<file path="src/rtl/shreg_pkg.sv">
// ---------------------------------------------------------------------------
// shreg_pkg
// Shared definitions for the universal shift register.
//   mode_e : operation select carried on the mode bus of shreg_univ.
// ---------------------------------------------------------------------------
package shreg_pkg;

  typedef enum logic [1:0] {
    MODE_HOLD = 2'b00,
    MODE_SHL  = 2'b01,
    MODE_SHR  = 2'b10,
    MODE_LOAD = 2'b11
  } mode_e;

endpackage : shreg_pkg

</file>
<file path="src/rtl/shreg_univ_if.sv">
// ---------------------------------------------------------------------------
// shreg_univ_if
// Command/data bundle for shreg_univ. Clock and reset stay outside.
//   en, clk_en  : operation occurs only when both are high
//   mode        : 00 hold, 01 shift left, 10 shift right, 11 parallel load
//   sin         : serial input bit
//   pin         : parallel load data (WIDTH bits)
//   rot         : rotate instead of shifting in sin (only with SHREG_UNIV_ROT_EN)
//   q           : register contents
//   sout_l/_r   : q[WIDTH-1] / q[0]
//   cnt         : shifts since last load or wrap (CW bits)
//   co          : one-cycle pulse on counter wrap
// Modports: master drives commands (bench / upstream), slave is the register.
// Optional feature macro: SHREG_UNIV_ROT_EN
// ---------------------------------------------------------------------------
interface shreg_univ_if #(
  parameter  int WIDTH = 4,
  localparam int CW    = $clog2(WIDTH)
);

  logic             en;
  logic             clk_en;
  logic [1:0]       mode;
  logic             sin;
  logic [WIDTH-1:0] pin;
`ifdef SHREG_UNIV_ROT_EN
  logic             rot;
`endif
  logic [WIDTH-1:0] q;
  logic             sout_l;
  logic             sout_r;
  logic [CW-1:0]    cnt;
  logic             co;

`ifdef SHREG_UNIV_ROT_EN
  modport master (output en, clk_en, mode, sin, pin, rot,
                  input  q, sout_l, sout_r, cnt, co);
  modport slave  (input  en, clk_en, mode, sin, pin, rot,
                  output q, sout_l, sout_r, cnt, co);
`else
  modport master (output en, clk_en, mode, sin, pin,
                  input  q, sout_l, sout_r, cnt, co);
  modport slave  (input  en, clk_en, mode, sin, pin,
                  output q, sout_l, sout_r, cnt, co);
`endif

endinterface : shreg_univ_if

</file>
<file path="src/rtl/shift_cnt.sv">
// ---------------------------------------------------------------------------
// shift_cnt
// Wrap counter that tracks shifts and pulses co for one cycle on wrap.
// Ports:
//   clk     in  rising-edge clock
//   rst     in  asynchronous active-low reset
//   en      in  operation enable
//   clk_en  in  clock-enable qualifier (counter acts only when en & clk_en)
//   inc     in  count one shift
//   clr     in  clear count (has priority over inc)
//   cnt     out current count, 0..MAX
//   co      out registered pulse, high the cycle after cnt wraps MAX -> 0
// ---------------------------------------------------------------------------
module shift_cnt #(
  parameter int MAX = 3,
  parameter int CW  = 2
) (
  input  logic          clk,
  input  logic          rst,
  input  logic          en,
  input  logic          clk_en,
  input  logic          inc,
  input  logic          clr,
  output logic [CW-1:0] cnt,
  output logic          co
);

  logic [CW-1:0] cnt_q, cnt_d;
  logic          co_q, co_d;
  logic          active;

  assign active = en & clk_en;

  // co defaults low so it can never stay high past one cycle.
  always_comb begin
    cnt_d = cnt_q;
    co_d  = 1'b0;
    if (active) begin
      if (clr) begin
        cnt_d = '0;
      end else if (inc) begin
        if (cnt_q == CW'(MAX)) begin
          cnt_d = '0;
          co_d  = 1'b1;
        end else begin
          cnt_d = cnt_q + CW'(1);
        end
      end
    end
  end

  always_ff @(posedge clk or negedge rst) begin
    if (!rst) begin
      cnt_q <= '0;
      co_q  <= 1'b0;
    end else begin
      cnt_q <= cnt_d;
      co_q  <= co_d;
    end
  end

  assign cnt = cnt_q;
  assign co  = co_q;

endmodule : shift_cnt

</file>
<file path="src/rtl/shreg_univ.sv">
// ---------------------------------------------------------------------------
// shreg_univ
// Parametrised universal shift register: hold, shift left, shift right and
// parallel load, with an integrated shift counter that pulses co once every
// WIDTH shifts.
// Ports:
//   clk   in  rising-edge clock
//   rst   in  asynchronous active-low reset (clears q, cnt, co)
//   bus   shreg_univ_if.slave : en, clk_en, mode, sin, pin, [rot] in;
//                               q, sout_l, sout_r, cnt, co out
// Parameters: WIDTH (2..32); CW = $clog2(WIDTH) is derived.
// Optional feature macro: SHREG_UNIV_ROT_EN (adds rot: shifts rotate and
// ignore sin while rot=1).
// ---------------------------------------------------------------------------
module shreg_univ
  import shreg_pkg::*;
#(
  parameter  int WIDTH = 4,
  localparam int CW    = $clog2(WIDTH)
) (
  input  logic         clk,
  input  logic         rst,
  shreg_univ_if.slave  bus
);

  logic [WIDTH-1:0] q_q, q_d;
  logic             active;
  logic             fill_l;
  logic             fill_r;
  logic             is_shift;
  logic             is_load;

  assign active   = bus.en & bus.clk_en;
  assign is_shift = (bus.mode == MODE_SHL) || (bus.mode == MODE_SHR);
  assign is_load  = (bus.mode == MODE_LOAD);

  // Bit entering the vacated position: serial input, or the bit falling
  // off the opposite end when rotating.
`ifdef SHREG_UNIV_ROT_EN
  assign fill_l = bus.rot ? q_q[WIDTH-1] : bus.sin;
  assign fill_r = bus.rot ? q_q[0]       : bus.sin;
`else
  assign fill_l = bus.sin;
  assign fill_r = bus.sin;
`endif

  always_comb begin
    q_d = q_q;
    if (active) begin
      case (bus.mode)
        MODE_SHL:  q_d = {q_q[WIDTH-2:0], fill_l};
        MODE_SHR:  q_d = {fill_r, q_q[WIDTH-1:1]};
        MODE_LOAD: q_d = bus.pin;
        default:   q_d = q_q;
      endcase
    end
  end

  always_ff @(posedge clk or negedge rst) begin
    if (!rst) begin
      q_q <= '0;
    end else begin
      q_q <= q_d;
    end
  end

  // Load clears the count and wins over a wrap that would otherwise fire.
  shift_cnt #(
    .MAX (WIDTH - 1),
    .CW  (CW)
  ) u_shift_cnt (
    .clk    (clk),
    .rst    (rst),
    .en     (bus.en),
    .clk_en (bus.clk_en),
    .inc    (is_shift),
    .clr    (is_load),
    .cnt    (bus.cnt),
    .co     (bus.co)
  );

  assign bus.q      = q_q;
  assign bus.sout_l = q_q[WIDTH-1];
  assign bus.sout_r = q_q[0];

endmodule : shreg_univ

</file>
<file path="src/flat_wrapper.sv">
// flat-port wrapper written by rule: the top's interface ports become plain ports
module shreg_univ_flat import shreg_pkg::*;
#(
  parameter  int WIDTH = 4,
  localparam int CW    = $clog2(WIDTH)
)
  (clk, rst, bus_en, bus_clk_en, bus_mode, bus_sin, bus_pin, bus_q, bus_sout_l, bus_sout_r, bus_cnt, bus_co);
  shreg_univ_if #(.WIDTH(WIDTH)) bus_i ();
  input  logic clk;
  input  logic rst;
  input wire logic [$bits(bus_i.en)-1:0] bus_en;
  input wire logic [$bits(bus_i.clk_en)-1:0] bus_clk_en;
  input wire logic [$bits(bus_i.mode)-1:0] bus_mode;
  input wire logic [$bits(bus_i.sin)-1:0] bus_sin;
  input wire logic [$bits(bus_i.pin)-1:0] bus_pin;
  output wire logic [$bits(bus_i.q)-1:0] bus_q;
  output wire logic [$bits(bus_i.sout_l)-1:0] bus_sout_l;
  output wire logic [$bits(bus_i.sout_r)-1:0] bus_sout_r;
  output wire logic [$bits(bus_i.cnt)-1:0] bus_cnt;
  output wire logic [$bits(bus_i.co)-1:0] bus_co;
  assign bus_i.en = bus_en;
  assign bus_i.clk_en = bus_clk_en;
  assign bus_i.mode = bus_mode;
  assign bus_i.sin = bus_sin;
  assign bus_i.pin = bus_pin;
  assign bus_q = bus_i.q;
  assign bus_sout_l = bus_i.sout_l;
  assign bus_sout_r = bus_i.sout_r;
  assign bus_cnt = bus_i.cnt;
  assign bus_co = bus_i.co;
  shreg_univ #(.WIDTH(WIDTH)) u_core (.clk(clk), .rst(rst), .bus(bus_i));
endmodule
</file>
<file path="config.mk">
export PLATFORM = sky130hd
export DESIGN_NAME = shreg_univ_flat
export DESIGN_NICKNAME = d
export VERILOG_FILES = /design/src/rtl/shreg_pkg.sv /design/src/rtl/shreg_univ_if.sv /design/src/rtl/shift_cnt.sv /design/src/rtl/shreg_univ.sv /design/src/flat_wrapper.sv
export SDC_FILE = /design/constraint.sdc
export NUM_CORES = 1
export LEC_CHECK = 0
export CORE_ASPECT_RATIO = 1.2
export CORE_UTILIZATION = 30
export CTS_CLUSTER_SIZE = 8
export DETAILED_ROUTE_END_ITERATION = 10
export SLEW_MARGIN = 20
export SYNTH_ARGS = -nofsm -noshare
export SYNTH_HDL_FRONTEND = slang
export SYNTH_HIERARCHICAL = 1
export SYNTH_SLANG_ARGS = --single-unit
</file>
<file path="constraint.sdc">
create_clock -name clk -period 1.1 [get_ports clk]
set_input_delay 0.22 -clock clk [delete_from_list [all_inputs] [get_ports clk]]
set_output_delay 0.22 -clock clk [all_outputs]
set_load 0.1 [all_outputs]
</file>
Yosys cells after proc, flatten, opt, wreduce, memory -nomap -nowiden
Index checks and enable logic that the tools add are counted.
{ "word_totals": {"regBits": 7} }
{ "op_classes": {"addsub": 1, "n_eq_ne": 4, "mux": 8, "n_bitwise": 1, "n_reduce_logical": 5} }
{ "op_table": {"columns": ["cell", "n"], "rows": [
  ["$pmux W4 S3", 1],
  ["$eq A2 B2 Y1 const B", 3],
  ["$mux W2", 3],
  ["$mux W1", 4],
  ["$reduce_and A2 Y1", 2],
  ["$reduce_bool A3 Y1", 1],
  ["$add A2 B1 Y2 const B", 1],
  ["$eq A2 B1 Y1 const B", 1],
  ["$reduce_bool A2 Y1", 1],
  ["$and A1 B1 Y1", 1],
  ["$logic_or A1 B1 Y1", 1]
]} }

Longest topological paths before layout
Gate-level depths: netlist of run 1.
{ "logic_depth": {"word_depth": 5, "ltp_mapped": 6, "depth_no_buf": 5} }

Hierarchy
The synthesis of run 1 kept the hierarchy.
{ "by_module_without_submodules": {"columns": ["module", "n_inst", "cells_per_inst", "area_per_inst_um2", "seq_area_each_um2"], "rows": [
  ["shreg_univ", 1, 36, 316.6, 100.1],
  ["shift_cnt", 1, 13, 150.1, 75.1]
]} }

Worst setup path before layout of run 1
No wires, ideal clock.
{ "synth_timing": {"kind": "register -> register", "start": "reg u_core.u_shift_cnt.cnt_q[0], in the netlist u_core/u_shift_cnt/cnt[0]", "end": "reg u_core.u_shift_cnt.cnt_q[1], in the netlist u_core/u_shift_cnt/cnt[1]", "setup_time_ns": 0.134, "arrival_time_ns": 1.443, "required_ns": 0.966, "setup_slack_ns": -0.478, "path_stages_with_launch": 4, "period_less_slack_ns": 1.578, "path_cell_list": "dfrtp_1 ha_1 nand4_1 o21ai_0"} }
{ "synth_via": {"elab_chain_cells": 4, "elab_cells_between_ends": 5} }
{ "synth_rtl": {"columns": ["element", "line", "source"], "rows": [
  ["from (decl)", "shift_cnt.sv:28", "logic [CW-1:0] cnt_q, cnt_d;"],
  ["from (signal assigned)", "shift_cnt.sv:57", "cnt_q <= cnt_d;"],
  ["$add A2 B1 Y2 or $eq A2 B2 Y1 (tied branches)", "shift_cnt.sv:46, shift_cnt.sv:42", null],
  ["$mux W2 (*)", "shift_cnt.sv:42", "if (cnt_q == CW'(MAX)) begin"],
  ["$mux W2 (*)", "shift_cnt.sv:41", "end else if (inc) begin"],
  ["$mux W2 (*)", "shift_cnt.sv:39", "if (clr) begin"]
]} }
Mark *: on every way between the ends. The rest lies on a longest branch, timed or not. The select of a mux whose other input is x is not followed.
A chain may end at the register's enable or synchronous reset.

Final worst setup path of run 1
{ "layout_timing": {"start": "reg u_core.q_q[3], in the netlist u_core/bus.q[3]", "end": "out bus_sout_l"} }
{ "layout_lines": {"columns": ["element", "line", "source"], "rows": [
  ["from (decl)", "shreg_univ.sv:26", "logic [WIDTH-1:0] q_q, q_d;"],
  ["from (signal assigned)", "shreg_univ.sv:63", "q_q <= q_d;"],
  ["to (decl)", "flat_wrapper.sv:17", "output wire logic [$bits(bus_i.sout_l)-1:0] bus_sout_l;"]
]} }
No word-level cell between the ends.

==> summary.md, run 1 <==
| Metric | Value |
|---|---|
| Max-slew violation count | 0 |
| Standard-cell row count | 15 |
| Register-to-register path setup slack | 30 ps |
| Result of the run | finished with violations |
| Final setup TNS | -384.8 ps |
| Critical path start-end classification | flop to output pin |
| Max VDD drop | 1.189 mV |
| Number of cells produced by synthesis | 49 |
| Capture point of the worst path | bus_sout_l |
| Average wire per standard cell | 10.65 um |
| Area occupied by registers | 198.9 um^2 |
| Largest fanout of any net on the critical path | 3 |
| Highest attainable clock frequency | 864.9 MHz |
| Class of the most critical hold timing path | primary input to async pin |
| Num Clock Sinks | 7 |
| Layout cell share with drive strength beyond 1 | 0.5263 |
| Die Area | 1718 um^2 |
| Final estimated routing congestion in global placement | 0.7832 |
| Maximum number of pins on one net before global-route repair | 9 |
| Share of the yosys chip area belonging to registers | 0.3753 |
| Least-Margin Pin Slew | 300.4 ps |
| Worst reg2reg path startpoint | u_core/u_shift_cnt/cnt[0]$_DFFE_PN0P_ |
| Detailed-routing iteration count for the pre-antenna-repair pass | 6 |
| Synthesized netlist net count | 65 |
| Endpoint of the most critical register-to-register path | u_core/u_shift_cnt/cnt[1]$_DFFE_PN0P_ |
| Max incr delay on CP | 510 ps |
| Drt first-iter violations | 8 |
| Number of distinct library cells after synthesis | 17 |
| Final-report hold violation count | 0 |
| Combined buffer and inverter count along the critical path | 1 |
| I/O Buffers | 19 |
| Levels on crit path | 1 |
| Type of element launching the critical path | flop |
| Netlist area before placement | 466.7 um^2 |
| Number of antenna violations at the first check in global routing | 0 |
| Worst clock skew | 6.665 ps |
| Final core utilization | 0.6190 |
| Crit. Startpoint | u_core/bus.q[3]$_DFFE_PN0P_ |
| CTS tree | built |
| Via count | 447 |
| Mean instance size in the synthesized netlist | 9.524 um^2 |
| DPL Wire Length | 782.9 um |
| Shortest clock period the worst path allows after layout | 1156 ps |
| Synth Warn # | 6 |
| Setup crit end kind | output pin |
| Data required time of the worst path | 880 ps |
| Detailed Route WL | 990 um |
| Skew-Pair Late Insertion Delay | 250 ps |
| Leftover overflow at the end of global routing | 0 |
| Die extent in x | 38.01 um |
| Vias per cell | 4.806 |
| Setup WS post-layout | -56.17 ps |
| Overall routing resource usage | 0.1506 |
| Leakage power total | 0.3746 nW |
| Cell count after placement | 86 |
| Fill cell count | 116 |
| Synth-to-layout area growth | 91.69% |
| Number of buffers created by CTS | 3 |
| Crit-path slowest cell | sky130_fd_sc_hd__dfrtp_4 |
| Wire length of the first global-routing pass | 1745 um |
| Logic depth of the worst register-to-register path | 3 |
| Slew headroom | 0.7991 |
| Fin cells | 93 |
| Placeable core area | 1445 um^2 |
| FF+latch count, synth | 7 |
| # DRC | 0 |
| Clock root buffer master | sky130_fd_sc_hd__clkbuf_4 |
| Number of nets in the layout | 93 |
| Worst-path cell chain | buf_12 |
| Endpoint arrival time on the critical path | 940 ps |
| Number of failing setup endpoints in the final timing report | 8 |
| Die extent in y | 45.21 um |
| Number of nets still failing antenna checks after routing | 0 |
| Number of max-capacitance violations reported | 0 |
| Ant. Diodes | 0 |
| Total power per unit cell area | 2060 nW/um^2 |
| Setup repair after global routing missed its margin | true |
| Initial core utilization | 0.3229 |
| Via count of the first global-routing pass | 450 |
| Violations in the final reports | setup timing |
| Clock Tree Buf Depth | 2 |
| H-tree depth | 1 |
| Clock edge transition at the registers on the reported setup and hold paths | 50 ps |
| Final worst path period share | 1.051 |
| I/O pin cnt | 20 |
| Multi-input gate area | 307.8 um^2 |
| Top cell family by delay on the critical path | flip-flops |
-- state kept, by name, indices dropped and copies added (netlist names) --
name                    count
u_core/u_shift_cnt/cnt      2
u_core/bus.q                4
u_core/u_shift_cnt/co       1
-- repair_timing --
action / 4_1_cts / 5_1_grt
pin swaps: 0 / 3
endpoints found under the setup margin: 15 / 14
endpoints found under the hold margin: 0 / 0
hold buffers: 0 / 0
resized for setup: 10 / 6
buffers inserted: 3 / 0
-- metal layers --
| metal | GRT usage | wire length (um) |
|---|---|---|
| met1 | 0.1491 | 396 |
| met2 | 0.2724 | 570 |
| met3 | 0.02956 | 23 |
| met4 | 0.1071 | 0 |
| met5 | 0 | 0 |
-- Yosys cell counts --
library cell	number	area (um^2)
sky130_fd_sc_hd__nor3b_1	5	37.54
sky130_fd_sc_hd__nand4_1	1	6.260
sky130_fd_sc_hd__nand2_1	5	18.77
sky130_fd_sc_hd__a31oi_1	8	50.05
sky130_fd_sc_hd__ha_1	5	62.56
sky130_fd_sc_hd__buf_4	2	15.01
sky130_fd_sc_hd__o21ai_1	2	10.01
sky130_fd_sc_hd__inv_1	2	7.510
sky130_fd_sc_hd__and3b_1	1	8.760
sky130_fd_sc_hd__buf_6	1	11.26
sky130_fd_sc_hd__dfrtp_1	7	175.2
sky130_fd_sc_hd__buf_2	1	5.000
sky130_fd_sc_hd__nor2_1	5	18.77
sky130_fd_sc_hd__nand3_2	1	10.01
sky130_fd_sc_hd__o41ai_2	1	16.27
sky130_fd_sc_hd__or2_4	1	8.760
sky130_fd_sc_hd__o21ai_0	1	5.000
-- placed cells by master (no fill, tap or decap), drive strengths merged, types with 2 or more instances in the layout --
master,Yosys,final
nor3b,5,5
a31oi,8,8
inv,2,2
ha,5,5
nand2,5,5
clkbuf,0,4
o21ai,3,3
nor2,5,5
buf,4,19
clkdlybuf4s50,0,7
dfrtp,7,7
-- cell type report --
class                   instances  share of cell area
well taps                      17             0.02378
flip-flops and latches          7              0.2224
multi-input cells              36              0.3441
repair buffers                 27              0.3720
inverters                       2            0.008392
clock buffers                   4             0.02937
-- power by group --
group / switching [W] / internal [W] / total (W)
sequential: 0.000106 / 0.000356 / 0.000461
clock: 0.0000899 / 0.000138 / 0.000228
combinational: 0.000699 / 0.000455 / 0.00115
-- worst min-delay path by stage --
stage,startpoint,to,cells past startpoint,slack [ps]
final,rst,u_core/bus.q[1]$_DFFE_PN0P_,1,220
after detailed placement,rst,u_core/u_shift_cnt/cnt[1]$_DFFE_PN0P_,1,500
after CTS,rst,u_core/bus.q[1]$_DFFE_PN0P_,1,230
after global routing,rst,u_core/bus.q[1]$_DFFE_PN0P_,1,230
after global placement,rst,u_core/u_shift_cnt/cnt[1]$_DFFE_PN0P_,1,490
after floorplan,rst,u_core/u_shift_cnt/co$_DFF_PN0_,0,-80
-- cell families after synthesis --
| family | synth area share |
|---|---|
| adder cells (fa/ha/maj) | 0.1340 |
| AND/OR/NAND/NOR | 0.2333 |
| flip-flops | 0.3753 |
| buffers and inverters | 0.08309 |
| AO/OA/AOI/OAI | 0.1743 |
-- through the flow --
step	total power, W	setup WS [ps]	hold slack (ps)	cell area (um^2)
5_1_grt	0.001932	-83.71	229.4	894.6
3_5_place_dp	0.001581	-614.7	496.2	823.3
3_3_place_gp	0.001574	-602.4	494.4	823.3
2_1_floorplan	0.001172	-91.49	-75.59	526.8
4_1_cts	0.001851	-63.08	232.7	894.6
6_report	0.001843	-56.17	222.0	894.6
Power figures use the tool's default switching activity.
==> inputs of run 2 (changes only) <==
--- a/config.mk
+++ b/config.mk
@@ -9,6 +9,7 @@
 export CORE_UTILIZATION = 30
 export CTS_CLUSTER_SIZE = 8
 export DETAILED_ROUTE_END_ITERATION = 10
+export HOLD_SLACK_MARGIN = 0.02
 export SLEW_MARGIN = 20
 export SYNTH_ARGS = -nofsm -noshare
 export SYNTH_HDL_FRONTEND = slang
==> results of run 2 <==
No change in the layout: final DEF, timing and power equal those of run 1.
